## config.mk

```make
export PLATFORM = sky130hd
export DESIGN_NAME = seg7_scan_driver
export DESIGN_NICKNAME = d
export VERILOG_FILES = /design/src/rtl/seg7_scan_driver.sv
export SDC_FILE = /design/constraint.sdc
export NUM_CORES = 1
export LEC_CHECK = 0
export ABC_AREA = 1
export CORE_ASPECT_RATIO = 1.4
export CORE_UTILIZATION = 54
export CTS_CLUSTER_DIAMETER = 200
export DETAILED_ROUTE_END_ITERATION = 8
export PLACE_DENSITY_LB_ADDON = 0.25
export SETUP_SLACK_MARGIN = 0.4
export SLEW_MARGIN = 20
export SYNTH_ARGS = -nofsm -noshare
export SYNTH_HDL_FRONTEND = slang
export SYNTH_SLANG_ARGS = --single-unit
```

## constraint.sdc

```tcl
create_clock -name clk -period 1.49 [get_ports clk]
set_clock_uncertainty 0.05 [all_clocks]
set_input_delay 0.298 -clock clk [delete_from_list [all_inputs] [get_ports clk]]
set_output_delay 0.298 -clock clk [all_outputs]
set_load 0.01 [all_outputs]
```

## src/rtl/seg7_scan_driver.sv

```systemverilog
// Three-digit 7-segment scan driver with a double-buffered display and optional leading-zero blanking.
// seg/an are registered one cycle after digit_sel; load is always accepted and a new value is shown from the next frame boundary.
module seg7_scan_driver #(
   parameter int         DIV      = 4,
   parameter logic [6:0] ZERO_PAT = 7'b0111111
) (
   input  logic       clk,
   input  logic       rst_n,
   input  logic [6:0] H,
   input  logic [6:0] T,
   input  logic [6:0] O,
   input  logic       load,
   input  logic       blank_lz,
   output logic [6:0] seg,
   output logic [2:0] an,
   output logic       frame
);

   localparam int            CW      = $clog2(DIV);
   localparam logic [CW-1:0] CNT_MAX = CW'(DIV - 1);

   typedef enum logic [1:0] {
      S_ONES  = 2'd0,
      S_TENS  = 2'd1,
      S_HUNDS = 2'd2
   } state_t;

   typedef struct packed {
      logic [6:0] h;
      logic [6:0] t;
      logic [6:0] o;
   } digits_t;

   logic [CW-1:0] cnt;
   logic          tick;
   logic          wrap;
   state_t        digit_sel;
   state_t        digit_nxt;

   digits_t       pend;
   digits_t       disp;
   digits_t       incoming;
   logic          pend_valid;
   logic          active;

   logic          blank_h;
   logic          blank_t;
   logic [2:0]    an_nxt;
   logic [6:0]    seg_nxt;

   assign incoming = '{h: H, t: T, o: O};

   // Prescaler free-runs so slot timing is independent of whether anything is displayed.
   assign tick = (cnt == CNT_MAX);
   assign wrap = tick && (digit_sel == S_HUNDS);

   always_ff @(posedge clk) begin
      if (!rst_n) begin
         cnt <= '0;
      end else if (tick) begin
         cnt <= '0;
      end else begin
         cnt <= cnt + 1'b1;
      end
   end

   always_ff @(posedge clk) begin
      if (!rst_n) begin
         digit_sel <= S_ONES;
      end else begin
         digit_sel <= digit_nxt;
      end
   end

   always_comb begin
      digit_nxt = digit_sel;
      if (tick) begin
         case (digit_sel)
            S_ONES:  digit_nxt = S_TENS;
            S_TENS:  digit_nxt = S_HUNDS;
            S_HUNDS: digit_nxt = S_ONES;
            default: digit_nxt = S_ONES;
         endcase
      end
   end

   // Once live, the display only changes at a wrap so a frame never mixes two products;
   // a load landing on the wrap itself goes straight to the display.
   always_ff @(posedge clk) begin
      if (!rst_n) begin
         pend       <= '0;
         disp       <= '0;
         pend_valid <= 1'b0;
         active     <= 1'b0;
      end else if (active) begin
         if (wrap && load) begin
            disp       <= incoming;
            pend_valid <= 1'b0;
         end else if (wrap && pend_valid) begin
            disp       <= pend;
            pend_valid <= 1'b0;
         end else if (load) begin
            pend       <= incoming;
            pend_valid <= 1'b1;
         end
      end else begin
         if (pend_valid) begin
            disp   <= pend;
            active <= 1'b1;
         end
         if (load) begin
            pend       <= incoming;
            pend_valid <= 1'b1;
         end else begin
            pend_valid <= 1'b0;
         end
      end
   end

   // Tens can only be blanked when hundreds is blanked too.
   always_comb begin
      blank_h = blank_lz && (disp.h == ZERO_PAT);
      blank_t = blank_h && (disp.t == ZERO_PAT);
      an_nxt  = 3'b000;
      seg_nxt = 7'b0000000;
      if (active) begin
         case (digit_sel)
            S_ONES: begin
               an_nxt  = 3'b001;
               seg_nxt = disp.o;
            end
            S_TENS: begin
               if (!blank_t) begin
                  an_nxt  = 3'b010;
                  seg_nxt = disp.t;
               end
            end
            S_HUNDS: begin
               if (!blank_h) begin
                  an_nxt  = 3'b100;
                  seg_nxt = disp.h;
               end
            end
            default: begin
               an_nxt  = 3'b000;
               seg_nxt = 7'b0000000;
            end
         endcase
      end
   end

   always_ff @(posedge clk) begin
      if (!rst_n) begin
         seg   <= '0;
         an    <= '0;
         frame <= 1'b0;
      end else begin
         seg   <= seg_nxt;
         an    <= an_nxt;
         frame <= wrap;
      end
   end

endmodule
```

==> metrics, run 1 <==
outcome=complete, but fails checks; failing checks=setup timing; dpl ws=-0.1851 ns; met3 GRT Util=0.1048; r2r startpoint=cnt[0]; Top FF cell, synth=dfxtp_1; largest net degree at the start of global routing=31; remaining global-route overflow=0; fin worst setup slack=-0.05286 ns; gr busiest metal=met2; GRT met1 Usage=0.3615; Layout fillers=222; Multi-input gate area=0.001530 mm²; share of the core filled with cells=0.8735; Final setup viols=8; Die X=60.91 µm; layout overhead on the synthesized area=53.41%; CTS tree=done; post-route minimum period=1.543 ns; DRC=0; total clock sinks=59; worst-path cell chain=ha_4, buf_6, nand2_4, nor2_4, buf_12, buf_16, nand2_2, a21oi_1; wire length per cell=19.03 µm; H-tree depth=3; 1st-pass router iterations=8; Ports=36; clock power share=0.318; top cell type by total area after synthesis=dfxtp_1; worst-path fanout max=7; count leader, synth=nand2_1; max-cap viol count=0; 1st-iter DRT viols=412; Yosys top cell area share=0.4502; proportion of layout cells with a drive suffix above 1=0.3798; n_diodes=0; Core Footprint=0.004608 mm²; critical path startpoint=cnt[0]; synth top area cells=dfxtp_1 45%, nand2_1 14%, nor2_1 11%, inv_1 7.2%, a21oi_1 6.1%; combinational power share=0.212; fin. max-slew vios=0; starting density of the core=0.5694; NumNets Final=487; static leakage=1.825 nW; Reg power frac=0.470; Clock Pin Slew Worst Setup and Hold Paths=0.07 ns; CP peak stage delay=0.35 ns; CP top delay family=buffers and inverters; area of the die=0.005145 mm²; RSZ-0062 raised after global routing=yes; initial antenna violation count=0; cell-internal power=2.647 mW; CP Buf/Inv Count=3; Min-Delay Path Class=flop to flop; actual slew at the worst max-slew pin=0.4418 ns; Tcrit/Tclk final=1.035; Post-synth ARST share=0; Mapped Area=0.002624 mm²; syn_area_per_cell=6.642 µm²; Die Span Y=84.48 µm; critical path's slowest cell=dfxtp_2; Post-Syn Instances=395; Rel. slew slack=0.7048; Net Sw Frac=0.3097; final count of hold timing violations=0; CTS Buf Count=9; IO Port Bufs=35; met2 global-route usage=0.5914; Cell variety after synth=20; vias per cell=5.780; hold path start=cnt[0]; hold buffers post-CTS=0; placed cell area=0.003148 mm²; Pwr per Cell Area=952.8 mW/mm²; top cells by count, synth=100 x nand2_1, 74 x nor2_1, 59 x dfxtp_1, 50 x inv_1; sequential share of the synthesized area=0.4502; setup TNS=-0.2468 ns; Inst Count DP=488; hpwl dp=4009 µm; Yosys warnings=0; clk buf depth=2; row cnt=29; Antenna Nets Post-Route=0; fmax=648.1 MHz; vias in the first global route=2828; routed wire length=10050 µm; clk root buf=clkbuf_8; crit path kind=flop to flop; insertion delay to the later sink of the worst-skew pair=0.35 ns; Synth Net Count=421; crit path DAT=1.75 ns; vias=3052; final std cells w/o fill=528; flops & latches, synth=59; flip-flop and latch area=0.001206 mm²; type of origin of the critical path=flop; number of flops mapped to enable cells by yosys=0; Crit. End Element=flop; Max IR drop VDD=0.0008642 V; final instance area=0.004025 mm²; Psw=1.188 mW; Final GP Congestion=0.9027; GRT Overall Usage=0.3568; first-pass GRT wire length=13190 µm; worst endpoint required time=1.70 ns
[state kept, by name, indices dropped and copies added (netlist names)]
signal / flops
active: 1
an: 3
cnt: 2
digit_sel: 2
disp: 21
frame: 1
pend: 21
pend_valid: 1
seg: 7
[power groups by stage]
stage               clock [mW]  sequential, mW  combinational [mW]
finish                    1.22            1.80               0.814
floorplan                    0            1.78               0.363
global placement             0            1.80               0.510
detailed placement           0            1.80               0.528
global route              1.30            1.81               0.880
CTS                       1.20            1.77               0.628
[final timing paths]
kind	to	cells after the start	slack, ns
min reg2reg	cnt[0]	1	0.38
min	cnt[0]	1	0.38
max	disp[20]	8	-0.05
max reg2reg	disp[20]	8	-0.05
[area by class of cell]
cell class	instances	share of cell area
multi-input cells	265	0.3802
flip-flops and latches	59	0.2997
clock inverters	3	0.003730
inverters	54	0.05409
repair buffers	72	0.2086
well taps	62	0.01927
clock buffers	13	0.03450
[routing by layer]
layer  vias up  wire [µm]
met5         -          0
met4         0        780
met3        69        808
met2       203       5037
met1      1423       3422
li1       1357          -
[repair_timing]
action / in CTS / in global routing
endpoints found under the hold margin: 0 / 0
cloned: 6 / 0
setup endpoints to repair: 64 / 66
resized for setup: 100 / 99
pin swaps: 28 / 35
setup buffers: 10 / 8
[cells by family after synthesis]
logic type / count (synthesis) / synth area share
DFF: 59 / 0.4502
AOI/OAI and AO/OA: 66 / 0.1288
adders and majority gates: 1 / 0.004768
and+or+nand+nor: 198 / 0.3000
buffers and inverters: 71 / 0.1163
[worst reg2reg max path: stages, from the launching register on]
cell	delay [ns]
dfxtp_2	0.35
ha_4	0.17
buf_6	0.11
nand2_4	0.07
nor2_4	0.19
buf_12	0.15
buf_16	0.13
nand2_2	0.05
a21oi_1	0.20
[placed cells by master (no fill, tap or decap), types with 2 or more instances in the layout]
master	n
clkbuf_1	4
a21oi_1	15
a21oi_2	16
nor2_2	6
o21ai_1	16
buf_2	8
buf_12	7
dfxtp_1	41
nand3_2	10
clkdlybuf4s50_1	22
inv_2	9
nand2_4	9
o21ai_2	11
buf_6	13
nor2_4	9
nand3_1	5
clkbuf_8	9
buf_16	5
buf_4	14
o21ai_0	4
dlygate4sd2_1	2
nor2_1	61
nand2_1	77
clkinv_2	3
dfxtp_2	17
inv_1	42
o21ai_4	2
nand2_2	19
[per-stage QoR]
step	hold WS (ns)	power [mW]
CTS	0.3879	3.595
detailed placement	0.3710	2.327
finish	0.3767	3.835
global placement	0.3622	2.305
global route	0.3870	3.990
floorplan	0.3571	2.143
Note: power is estimated with default switching activity, not from simulation.
==> run 2: changes to the inputs <==
--- a/config.mk
+++ b/config.mk
@@ -9,6 +9,7 @@
 export CORE_ASPECT_RATIO = 1.4
 export CORE_UTILIZATION = 54
 export CTS_CLUSTER_DIAMETER = 200
+export CTS_CLUSTER_SIZE = 28
 export DETAILED_ROUTE_END_ITERATION = 8
 export PLACE_DENSITY_LB_ADDON = 0.25
 export SETUP_SLACK_MARGIN = 0.4
==> results of run 2 <==
Same layout as run 1: the final DEF is identical, and so are final timing and power.
